`config.mk`:
```
export PLATFORM = sky130hd
export DESIGN_NAME = ad9826_serial_responder
export DESIGN_NICKNAME = d
export VERILOG_FILES = /design/src/rtl/ad9826_serial_responder.sv
export SDC_FILE = /design/constraint.sdc
export NUM_CORES = 1
export LEC_CHECK = 0
export CAP_MARGIN = 20
export CORE_MARGIN = 2
export CORE_UTILIZATION = 41
export CTS_CLUSTER_SIZE = 16
export DETAILED_ROUTE_END_ITERATION = 7
export PLACE_DENSITY_LB_ADDON = 0.12
export SLEW_MARGIN = 0
export SYNTH_ARGS = -nofsm -noshare
export SYNTH_HDL_FRONTEND = slang
export SYNTH_SLANG_ARGS = --single-unit
export TNS_END_PERCENT = 100
```
`constraint.sdc`:
```
create_clock -name clk -period 3.51 [get_ports clk]
set_clock_uncertainty 0.05 [all_clocks]
set_input_delay 0.351 -clock clk [delete_from_list [all_inputs] [get_ports clk]]
set_output_delay 0.351 -clock clk [all_outputs]
set_load 0.05 [all_outputs]
```
`src/rtl/ad9826_serial_responder.sv`:
```
// ad9826_serial_responder: AD9826 3-wire config port slave with parallel register file.
// Serial inputs are oversampled by clk; all frame decoding runs on synchronized edges.
module ad9826_serial_responder #(
    parameter int          SYNC_STAGES = 2,
    parameter logic [71:0] REG_INIT    = 72'h0
) (
    input  logic        clk,
    input  logic        rst_n,
    input  logic        ad_sclk,
    input  logic        ad_sload,
    input  logic        ad_sdata_i,
    output logic        ad_sdata_o,
    output logic        ad_sdata_oe,
    output logic [71:0] reg_file,
    output logic        wr_strobe,
    output logic [2:0]  wr_addr,
    output logic        frame_err
);
    typedef enum logic [2:0] {IDLE, HDR, WDATA, RDATA, DONE} state_t;
    state_t state, state_nx;
    logic [SYNC_STAGES-1:0] sclk_s, sload_s, sdata_s;
    logic       sclk_q, sload_q;
    logic       sclk_y, sload_y, sdata_y;
    logic       sclk_rise, sclk_fall, sload_rise, sload_fall;
    logic [3:0] bit_cnt;
    logic [5:0] hdr;
    logic [7:0] sr;
    logic [8:0] shadow;
    logic [2:0] addr;
    logic       in_frame, abort, commit;
    assign sclk_y     = sclk_s[SYNC_STAGES-1];
    assign sload_y    = sload_s[SYNC_STAGES-1];
    assign sdata_y    = sdata_s[SYNC_STAGES-1];
    assign sclk_rise  = sclk_y & ~sclk_q;
    assign sclk_fall  = ~sclk_y & sclk_q;
    assign sload_rise = sload_y & ~sload_q;
    assign sload_fall = ~sload_y & sload_q;
    assign in_frame   = state == HDR || state == WDATA || state == RDATA;
    assign abort      = in_frame && sload_rise;
    assign commit     = state == WDATA && sclk_rise && bit_cnt == 4'd15 && !sload_rise;
    // sload chain resets low so a frame already in progress at reset release never looks like a new start
    always_ff @(posedge clk or negedge rst_n) begin
        if (!rst_n) begin
            sclk_s  <= '0;
            sload_s <= '0;
            sdata_s <= '0;
            sclk_q  <= 1'b0;
            sload_q <= 1'b0;
        end else begin
            sclk_s  <= {sclk_s[SYNC_STAGES-2:0], ad_sclk};
            sload_s <= {sload_s[SYNC_STAGES-2:0], ad_sload};
            sdata_s <= {sdata_s[SYNC_STAGES-2:0], ad_sdata_i};
            sclk_q  <= sclk_y;
            sload_q <= sload_y;
        end
    end
    always_ff @(posedge clk or negedge rst_n) begin
        if (!rst_n) state <= IDLE;
        else        state <= state_nx;
    end
    always_comb begin
        state_nx = state;
        case (state)
            IDLE:    state_nx = sload_fall ? HDR : IDLE;
            HDR:     state_nx = sload_rise ? IDLE :
                                (sclk_rise && bit_cnt == 4'd6) ? (hdr[5] ? RDATA : WDATA) : HDR;
            WDATA:   state_nx = sload_rise ? IDLE : (sclk_rise && bit_cnt == 4'd15) ? DONE : WDATA;
            RDATA:   state_nx = sload_rise ? IDLE : (sclk_rise && bit_cnt == 4'd15) ? DONE : RDATA;
            DONE:    state_nx = sload_rise ? IDLE : DONE;
            default: state_nx = IDLE;
        endcase
    end
    always_ff @(posedge clk or negedge rst_n) begin
        if (!rst_n) begin
            reg_file    <= REG_INIT;
            ad_sdata_o  <= 1'b0;
            ad_sdata_oe <= 1'b0;
            wr_strobe   <= 1'b0;
            wr_addr     <= 3'd0;
            frame_err   <= 1'b0;
            bit_cnt     <= 4'd0;
            hdr         <= 6'd0;
            sr          <= 8'd0;
            shadow      <= 9'd0;
            addr        <= 3'd0;
        end else begin
            wr_strobe <= commit;
            frame_err <= abort;
            if (state == IDLE && sload_fall) bit_cnt <= 4'd0;
            else if (in_frame && sclk_rise) bit_cnt <= bit_cnt + 4'd1;
            if (state == HDR && sclk_rise) begin
                hdr <= {hdr[4:0], sdata_y};
                if (bit_cnt == 4'd6) begin
                    addr   <= hdr[4:2];
                    shadow <= reg_file[hdr[4:2]*9 +: 9];
                end
            end
            if (state == WDATA && sclk_rise) sr <= {sr[6:0], sdata_y};
            if (commit) begin
                reg_file[addr*9 +: 9] <= {sr, sdata_y};
                wr_addr               <= addr;
            end
            if (state_nx == IDLE) ad_sdata_oe <= 1'b0;
            else if (state == RDATA && sclk_fall) begin
                ad_sdata_oe <= 1'b1;
                ad_sdata_o  <= shadow[8];
                shadow      <= {shadow[7:0], 1'b0};
            end
        end
    end
endmodule

```
# After elaboration in Yosys (flattened, before gate mapping)
# Cells that the tools add are included.
# totals
register_bits	120
input_bits	5
word_cells	77
# classes
n_addsub	2
n_mul	2
n_eq_ne	6
shift	3
mux	19
bitwise_logic	9
reduce_logical	19
# op_table
op	n
bitwise mux 72 bit	1
variable shift 9 x 34 -> 72 bit, first input constant	1
indexed part select 72 x 8 -> 9 bit	1
indexed part select 9 x 34 -> 72 bit	1
2-to-1 mux 9 bit	4
negation 7 -> 34 bit	1
2-to-1 mux 3 bit	5
one-hot mux 3 bit (5 select lines)	1
multiplier 3 x 4 -> 7 bit, second input constant	2
logical AND 1 bit	10
2-to-1 mux 4 bit	2
equality test 3 x 2 -> 1 bit, second input constant	2
logical NOT 3 bit	2
NOT 1 bit	5
adder 4 x 1 -> 4 bit, second input constant	1
AND 1 bit	4
equality test 4 x 3 -> 1 bit, second input constant	1
equality test 4 bit, second input constant	1
2-to-1 mux 1 bit	4
2-to-1 mux 2 bit	2
AND reduction 2 bit	2
nonzero test 2 bit	2
equality test 3 x 1 -> 1 bit, second input constant	1
equality test 3 bit, second input constant	1
other kinds (2)	3

# Depth between registers and ports, before layout
# logic_depth
ltp_word	9
depth_mapped	7
ltp_nobuf	6

# Worst setup path after synthesis
# No wires, ideal clock.
# synth_path
kind	register to register
startpoint	reg addr[0]
endpoint	reg reg_file[36]
setup_time_ps	125
t_arrival_ps	1890
t_required_ps	3335
slack_ps	1445
path_stages_with_launch	8
cell_sequence	dfrtp_1 inv_1 ha_1 nor3b_1 a21oi_1 or4b_1 buf_4 mux2_4
# synth_via
elab_chain_cells	4
# synth_rtl
item	line_no	rtl
start: declaration	29	logic [2:0] addr;
start signal: assignment	94	addr <= hdr[4:2];
multiplier 3 x 4 -> 7 bit (*)	100	reg_file[addr*9 +: 9] <= {sr, sdata_y};
negation 7 -> 34 bit (*)	100	
indexed part select 9 x 34 -> 72 bit or variable shift 9 x 34 -> 72 bit (tied branches)	100	
bitwise mux 72 bit (*)	100	
end signal: indexed assignment	100	
end: declaration	14	output logic [71:0] reg_file,
# Mark *: on every way between the ends. The rest lies on a longest branch, timed or not.
# A chain may end at the register's enable or synchronous reset.

# Worst setup path in the final report
# layout_path
startpoint	reg addr[0]
endpoint	reg reg_file[42]
# Same word-level chain as after synthesis.

==> metrics.csv <==
stage;metric;value;unit
status;status;finished with violations;
status;violations;negative hold slack;
power_and_ir_drop;seq_power_share;0.392;
setup_path;endpoint_kind;flop;
logic_synthesis;yosysWarnings;0;
clock_tree;cts.sinks;120;
placement;gp_congestion;0.816;
detailed_routing;drtIter0Drc;172;
grt;grt_pass1_vias;3711;
logic_synthesis;synth_area_leaders;dfrtp_1 (55%), mux2_1 (11%), mux2_2 (7.4%);
detailed_routing;drtAntennaViolNets;0;
power_and_ir_drop;clock_power_share;0.534;
logic_synthesis;synth_top_area_frac;0.551;
setup_path;critPathKind;flop to flop;
logic_synthesis;syn_area;5450;sq um
clock_tree;cts_resized;0;
clock_tree;clock_path_buffers;2;
setup_path;path_max_fanout;16;
power_and_ir_drop;power;3960;uW
floorplan;initial_core_util;0.416;
sta;post-route-min-period;2.94;ns
setup_path;startpoint_type;flop;
logic_synthesis;async_flop_share;1.00;
setup_path;worstPathArrival;3.19;ns
clock_tree;ctsHoldBuffers;0;
sta;final_hold_viol_count;10;
detailed_routing;drc_errors;0;
power_and_ir_drop;vdd_ir_drop_max;0.310;mV
power_and_ir_drop;p_sw_frac;0.224;
clock_tree;clkTransAtPathRegs;0.05;ns
logic_synthesis;ys_types;44;
sta;setup_viol;0;
grt;track_usage;0.210;
clock_tree;cts-buffers-inserted;17;
sta;worst-slew-pin-transition;1.03;ns
sta;holdWs;-0.0170;ns
sta;drv_slew;0;
power_and_ir_drop;combPwrFrac;0.075;
grt;overflow;0;
power_and_ir_drop;power.density;550;nW/um^2
clock_tree;clk_latency;0.42;ns
floorplan;core_area;13100;sq um
floorplan;pin_count;84;
final_layout;drive_gt1_frac;0.239;
logic_synthesis;synth-edff-count;0;
floorplan;die_h;119;um
logic_synthesis;syn_nets;387;
placement;portBuffers;83;
power_and_ir_drop;p_leak;0.00335;uW
sta;timing.final.crit_share;0.839;
logic_synthesis;synthFlopType;dfrtp_1;
detailed_routing;drt_wl_total;13900;um
clock_tree;cts_tree;yes;
power_and_ir_drop;power.internal;3070;uW
grt;grt_max_degree;66;
floorplan;die_x;119;um
logic_synthesis;avgSynthCellArea;14.5;sq um
final_layout;syn2layout_area_growth;32.1;%
sta;slew_headroom;0.311;
floorplan;rows;42;
final_layout;antennaDiodeCount;0;
logic_synthesis;synth_top_area_cell;dfrtp_1;
setup_path;required;3.76;ns
detailed_routing;wl_per_cell;21.1;um
logic_synthesis;yosysMostFrequentCell;dfrtp_1;
power_and_ir_drop;p_sw;886;uW
clock_tree;clockRootBuffer;clkbuf_16;
sta;fmax;340;MHz
min_path;min_path_type;primary input to asynchronous set/reset pin;
logic_synthesis;yosysSeqAreaShare;0.551;
detailed_routing;num_vias;3501;
logic_synthesis;ys_ff_latch;120;
flow_run;max-cap-violations;0;
floorplan;dieArea;14200;sq um
clock_tree;cts_setup_buffers;0;
final_layout;n_fill_cell;1105;
sta;rsz0062_at_grt;false;
placement;place_hpwl;9150;um
logic_synthesis;netlist_top_cells_count;dfrtp_1 (120), mux2_1 (54), mux2_2 (36), mux4_2 (18), nand2_1 (13);
grt;antenna_found_initial;0;
logic_synthesis;syn_inst;377;
detailed_routing;vias_per_cell;5.32;
detailed_routing;dr.pass1.iters;4;
sta;tns;0;ns
clock_tree;h-tree-depth;4;
final_layout;nets;479;
grt;grt_pass1_wl;21800;um
==> cell type report <==
cell class              instances  area [sq um]  area share
well taps                     176           220      0.0306
clock buffers                  18           439      0.0610
repair buffers                 91           888       0.123
inverters                       6          22.5     0.00313
multi-input cells             233          2350       0.326
flip-flops and latches        120          3000       0.417
clock inverters                14           275      0.0382
==> critical path, stage by stage (launching register included) <==
cell,delay [ns]
dfrtp_1,0.71
inv_1,0.18
ha_1,0.53
or4b_1,0.94
mux2_4,0.42
==> registers in the layout, summed over array words and instances (netlist names), 2 cells and up <==
name      flops
shadow        9
sr            8
state         3
sload_s       2
reg_file     72
wr_addr       3
sclk_s        2
sdata_s       2
bit_cnt       4
hdr           6
addr          3
==> power groups by stage <==
stage / combinational, uW / sequential, uW / clock (uW)
floorplan: 255 / 1500 / 0
global placement: 300 / 1580 / 0
detailed placement: 306 / 1580 / 0
CTS: 308 / 1560 / 2140
global route: 327 / 1560 / 2210
finish: 296 / 1550 / 2110
==> logic make-up (layout without fill, tap and decap cells) <==
group / after synthesis / in the layout / share of synthesized area
buf+inv: 24 / 129 / 0.0188
simple gates: 78 / 78 / 0.0900
flops: 120 / 120 / 0.551
compound gates: 20 / 20 / 0.0200
xor+xnor: 3 / 3 / 0.00482
mux: 127 / 127 / 0.304
fa+ha+maj: 5 / 5 / 0.0115
==> path summary, 6_finish.rpt <==
kind	cells past startpoint	slack, ns	end	start
setup / recovery	4	0.57	reg_file[42]	addr[0]
hold / removal	1	-0.02	bit_cnt[2]	rst_n
setup reg to reg	4	0.57	reg_file[42]	addr[0]
hold reg to reg	0	0.30	sload_s[1]	sload_s[0]
max in group asynchronous	2	2.53	addr[1]	rst_n
min in group clk	0	0.30	sload_s[1]	sload_s[0]
==> per-layer routing <==
| metal | vias up | track usage | part of all wire |
|---|---|---|---|
| li1 | 1570 | - | - |
| met1 | 1835 | 0.288 | 0.47 |
| met2 | 78 | 0.325 | 0.48 |
| met3 | 18 | 0.0465 | 0.034 |
| met4 | 0 | 0.0818 | 0.017 |
| met5 | - | 0 | 0 |
==> cells in the final DEF, fill, tap and decap left out, drive strengths merged, types with 2 or more instances in the layout <==
cell           synthesis  final
clkbuf                11     18
a21oi                  3      3
or2                    2      2
and4                   2      2
a31oi                  3      3
buf                    7      9
or3b                   2      2
clkinvlp               0      2
mux4                  18     18
nor3                   3      3
xnor2                  3      3
inv                    6      6
nor4b                  2      2
dfrtp                120    120
and2                  10     10
nand2                 14     14
ha                     5      5
clkinv                 0      4
nand3                  7      7
nand2b                 4      4
and3                  10     10
bufinv                 0      8
o21ai                 12     12
nor4                   4      4
mux2                  99     99
clkdlybuf4s50          0     82
mux2i                 10     10
nor2                   9      9
==> stage by stage <==
| stage | cells | area [sq um] | utilization | worst slack, ns | hold WS [ns] |
|---|---|---|---|---|---|
| after floorplan | 377 | 5450 | - | 1.45 | 0.00541 |
| final | 658 | 7200 | 0.550 | 0.566 | -0.0170 |
| after global routing | 658 | 7200 | 0.550 | 0.444 | 0.0508 |
| after detailed placement | 626 | 6480 | 0.495 | 0.610 | 0.286 |
| after global placement | 626 | 6480 | 0.495 | 0.609 | 0.285 |
| after CTS | 658 | 7200 | 0.550 | 0.581 | 0.0109 |
Power figures use the tool's default switching activity.
==> variant 1, RTL diff (same flow settings) <==
Encoding of `state_t`: now one-hot (5 bits for 5 states).
--- a/src/rtl/ad9826_serial_responder.sv
+++ b/src/rtl/ad9826_serial_responder.sv
@@ -17,5 +17,5 @@
     output logic        frame_err
 );
-    typedef enum logic [2:0] {IDLE, HDR, WDATA, RDATA, DONE} state_t;
+    typedef enum logic [4:0] {IDLE = 5'b00001, HDR = 5'b00010, WDATA = 5'b00100, RDATA = 5'b01000, DONE = 5'b10000} state_t;
     state_t state, state_nx;
     logic [SYNC_STAGES-1:0] sclk_s, sload_s, sdata_s;
Check against the original RTL: no difference found for any inputs over 10 cycles, from zero or initial values and one cycle with rst_n low; not proved beyond that.
==> variant 1 against the original RTL <==
  * Final area rose by 0.35%
  * Routed wire length rose by 1.6%
  * Worst setup slack lost 0.075 ns
  * Synthesized area rose by 2.9%
  * Global-route usage barely moved
  * Maximum frequency down 2.5%
  * Via count rose by 3.8%
  * Sequential cell count increased by 2
  * Non-clock buffer count decreased by 5
  * Sequential share of layout area grew 0.57 points
  * Critical endpoint is now reg_file[61]$_DFFE_PN0P_
  * Core utilization is 0.68 points lower
  * Critical path type unchanged
Power is not compared: it rests on default switching activity, and its combinational part moved more than twofold at a synthesized area within 25%.
==> variant 1: results (changes against the original RTL) <==
| Metric | Value |
|---|---|
| Top Registers | `reg_file: 72 flops, shadow: 9 flops, sr: 8 flops` |
| Sequential area share after synthesis | `54.5% (-0.62 points)` |
| H-tree levels | `4 (unchanged)` |
| Unique cell type count in the Yosys netlist | `43 (-2.3%)` |
| Adder-cell share of the synthesized area | `1.12% (-0.032 points)` |
| IO buf count | `83 (unchanged)` |
| Largest net degree at the start of global routing | `74 (+12%)` |
| Outcome | `finished, final reports clean` |
| Share of cells above drive strength 1 | `32.9% (+9.1 points)` |
| Post-synthesis mux area share | `30.1% (-0.24 points)` |
| Gr usage total | `20.9% (-0.028 points)` |
| Hold Crit Class | `input port to async pin` |
| Synth area leaders | `dfrtp_1 54%, mux2_2 21%, mux4_2 7.2%, mux2i_1 1.8%, and3_1 1.2%` |
| DP Cell Count | `646 (+3.2%)` |
| Max incr delay on CP | `0.63 ns (-0.31 ns)` |
| Global-route wire length before repair | `22.4 mm (+2.8%)` |
| # fillers | `1139 (+3.1%)` |
| Ys async rst share | `100% (unchanged)` |
| Vias in the first global route | `3746 (+0.94%)` |
| Peak supply drop | `0.293 mV` |
| GP Congestion | `0.838 (+2.7%)` |
| # nets final | `499 (+4.2%)` |
| 1st-iter DRT viols | `228 (+33%)` |
| Post-DR wirelength/cell | `20.9 µm (-1.3%)` |
| Crit-path slowest cell | `nand3_1` |
| Root Buffer | `clkbuf_16` |
| Multi-input gate area | `2440 µm² (+4.0%)` |
| Post-Synthesis Net Count | `409 (+5.7%)` |
| Slew headroom | `37.4% (+6.3 points)` |
| Post-CTS setup buffers | `0 (unchanged)` |
| Initial antenna violation count | `0 (unchanged)` |
| Synth cell count leaders | `121 x dfrtp_1, 105 x mux2_2, 18 x mux4_2` |
| Via count of the routed design | `3635 (+3.8%)` |
| CP max FO | `15 (-1)` |
| CTS max path bufs | `2 (unchanged)` |
| Critical path's top delay family | `simple AND/OR/NAND/NOR gates` |
| Post-DRT Antenna Nets | `0 (unchanged)` |
| Clk slew on worst S/H paths | `0.05 ns (about the same)` |
| Yosys warns | `0 (unchanged)` |
| # diodes | `0 (unchanged)` |
| Syn Inst Count | `399 (+5.8%)` |
| Worst Path Arrival | `3.26 ns (+0.07 ns)` |
| Post-cts sizing count | `0 (unchanged)` |
| Area post-placement | `6630 µm² (+2.2%)` |
| Leakage power | `roughly 0.0033 µW` |
| Compound-cell area share of the yosys netlist | `2.68% (+0.68 points)` |
| Clk_lat worst skew | `0.41 ns` |
| Main synth FF type | `dfrtp_1` |
| Detailed placement HPWL | `9.42 mm (+3.0%)` |
| CTS buffer count | `17 (unchanged)` |
| Xor and xnor fraction of the mapped netlist area | `0.938% (+0.46 points)` |
| TritonRoute pass-1 iters | `4 (unchanged)` |
| Total Wirelength | `14.1 mm (+1.6%)` |
[variant 1: cell types whose count changed in the layout (fill, tap and decap cells not counted), moves of 5 or more]
cell,change
nor2_1,+6
inv_1,+6
o21ai_0,-6
mux2_2,+69
mux2_1,-54
mux2_4,-9
buf_4,-6
bufinv_16,-5
[variant 1: metal layers]
metal	share of wire, %	GRT usage, %	vias up
met4	1.6	7.41	0
met1	46	29.3	1898
met5	0	0	-
met3	3.8	4.70	16
li1	-	-	1633
met2	48	32.2	88
[variant 1: metrics by stage]
step                setup slack, ns  power [µW]
global route                  0.324        3370
CTS                           0.558        3290
global placement              0.694        1520
floorplan                      1.32        1480
detailed placement            0.573        1520
finish                        0.492        3260
[variant 1: where the power goes]
| group | internal (µW) | switching (µW) | leakage (µW) |
|---|---|---|---|
| Combinational | 18.1 | 40.5 | 0.00137 |
| Clock | 1160 | 603 | 0.000293 |
| Sequential | 1420 | 13.8 | 0.00168 |
| Total | 2600 | 658 | 0.00335 |
[variant 1: path summary, 6_finish.rpt]
kind	from	to	slack, ns	depth (start not counted)
max	addr[0]$_DFFE_PN0P_	reg_file[61]$_DFFE_PN0P_	0.49	5
min	rst_n	sload_s[1]$_DFF_PN0_	0.04	1
max reg2reg	addr[0]$_DFFE_PN0P_	reg_file[61]$_DFFE_PN0P_	0.49	5
min reg2reg	sdata_s[0]$_DFF_PN0_	sdata_s[1]$_DFF_PN0_	0.30	0
max in group asynchronous	rst_n	reg_file[38]$_DFFE_PN0P_	2.57	2
min in group clk	sdata_s[0]$_DFF_PN0_	sdata_s[1]$_DFF_PN0_	0.30	0
[variant 1: layout make-up]
cell class	count	area share [%]
well taps	176	3.05
multi-input cells	250	33.8
inverters	12	0.624
clock buffers	23	6.62
clock inverters	8	1.63
flip-flops and latches	122	42.3
repair buffers	86	12.0
==> variant 2, RTL diff (same settings) <==
Made on the original files. `SYNC_STAGES`: 2 -> 4.
--- a/src/rtl/ad9826_serial_responder.sv
+++ b/src/rtl/ad9826_serial_responder.sv
@@ -2,5 +2,5 @@
 // Serial inputs are oversampled by clk; all frame decoding runs on synchronized edges.
 module ad9826_serial_responder #(
-    parameter int          SYNC_STAGES = 2,
+    parameter int          SYNC_STAGES = 4,
     parameter logic [71:0] REG_INIT    = 72'h0
 ) (
Check against the original RTL: not equivalent (a bounded check fails within 10 cycles, from zero or initial values and one cycle with rst_n low).
==> variant 2 against the original RTL <==
  * Synthesized area is 2.8% higher
  * Non-clock buffer count stayed put
  * Total power is 9.1% lower
  * Sequential cell count is 6 higher
  * Highest routed layer unchanged
  * First-iteration DRC count is 22% higher
  * Worst setup slack better by 0.17 ns
  * Routed wire length is 4.8% lower
  * Core utilization is 0.77 points lower
  * Maximum frequency is 6.1% higher
  * Final area is 0.19% higher
  * Global-route usage is 0.86 points lower
==> variant 2: results (changes against the original RTL) <==
| Metric | Value |
|---|---|
| Hold Crit Class | `flop to flop` |
| WL met1 | `6.24 mm (-4.4%)` |
| Outcome | `finished, final reports clean` |
| Sequential area share after synthesis | `56.3% (+1.2 points)` |
| GP Congestion | `0.835 (+2.4%)` |
| Area post-placement | `6640 µm² (+2.4%)` |
| Peak supply drop | `0.296 mV (-4.4%)` |
| # diodes | `0 (unchanged)` |
| Vias in the first global route | `3863 (+4.1%)` |
| # nets final | `485 (+1.3%)` |
| Global-route wire length before repair | `21.8 mm (-0.38%)` |
| Gr usage total | `20.1% (-0.86 points)` |
| Fin. Hold Viols | `0 (-10)` |
| 1st-iter DRT viols | `210 (+22%)` |
| Met1 usage | `28.2% (-0.60 points)` |
| Met3 WL | `531 µm (+13%)` |
| Met2 Routed Length | `6.28 mm (-5.7%)` |
| M2 GR Usage | `30.0% (-2.5 points)` |
| # fillers | `1117 (+1.1%)` |
| DR vias/cell | `5.32 (about the same)` |
| CP max FO | `16 (unchanged)` |
| Post-Synthesis Net Count | `393 (+1.6%)` |
| Clk_lat worst skew | `0.41 ns` |
| Total Wirelength | `13.2 mm (-4.8%)` |
| Share of cells above drive strength 1 | `22.6% (-1.3 points)` |
| Switching Fraction | `24.1% (+1.7 points)` |
| Root Buffer | `clkbuf_16` |
| Synth area leaders | `dfrtp_1 56%, mux2_1 11%, mux2_2 7.2%, mux4_2 7.2%, mux2_4 2.4%` |
| Clock share of power | `45.9% (-7.5 points)` |
| Met3 Use GR | `5.33% (+0.68 points)` |
| Leakage power | `0.00335 µW (+0.21%)` |
| Slew headroom | `47.5% (+16 points)` |
| Synth cell count leaders | `126 x dfrtp_1, 54 x mux2_1, 36 x mux2_2` |
| Detailed placement HPWL | `9.18 mm (+0.29%)` |
-- variant 2: cell types whose count changed after synthesis --
cell	unedited run	this run
dfrtp_1	120	126
-- variant 2: what timing repair did --
action / in CTS / in global routing
setup endpoints to repair: 0 / 0
endpoints found under the hold margin: 12 / 0
hold buffers: 1 / 0
-- variant 2: worst paths after layout --
path	slack, ns	end
min	0.29	sload_s[3]$_DFF_PN0_
max reg2reg	0.74	reg_file[42]$_DFFE_PN0P_
min reg2reg	0.29	sload_s[3]$_DFF_PN0_
min in group asynchronous	0.51	sdata_s[0]$_DFF_PN0_
max	0.74	reg_file[42]$_DFFE_PN0P_
max in group asynchronous	2.09	reg_file[16]$_DFFE_PN0P_
-- variant 2: stage by stage --
step / util [%] / power (µW) / setup slack (ns) / instances / hold slack, ns
floorplan: - / 1850 / 1.45 / 383 / 0.00541
global placement: 49.9 / 1970 / 0.796 / 631 / 0.282
detailed placement: 49.9 / 1980 / 0.755 / 631 / 0.285
CTS: 54.2 / 3640 / 0.743 / 663 / 0.296
global route: 54.2 / 3750 / 0.609 / 663 / 0.302
finish: 54.2 / 3600 / 0.735 / 663 / 0.294
-- variant 2: cell families (layout without fill, tap and decap cells) --
logic type	count (synthesis)	count (layout)	share of synthesized area (%)
multiplexers	127	127	29.5
buffers and inverters	24	128	1.83
XOR/XNOR	3	3	0.469
flip-flops	126	126	56.3
AO/OA/AOI/OAI	20	20	1.94
AND/OR/NAND/NOR	78	78	8.76
adder cells (fa/ha/maj)	5	5	1.12
-- variant 2: area by class of cell --
cell class | instances | area, µm² | area share, %
sequential | 126 | 3150 | 43.7
multi-input combinational | 233 | 2350 | 32.6
timing repair buffer | 91 | 903 | 12.5
clock buffer | 25 | 505 | 7.01
tap | 176 | 220 | 3.05
clock inverter | 6 | 57.6 | 0.798
inverter | 6 | 22.5 | 0.312
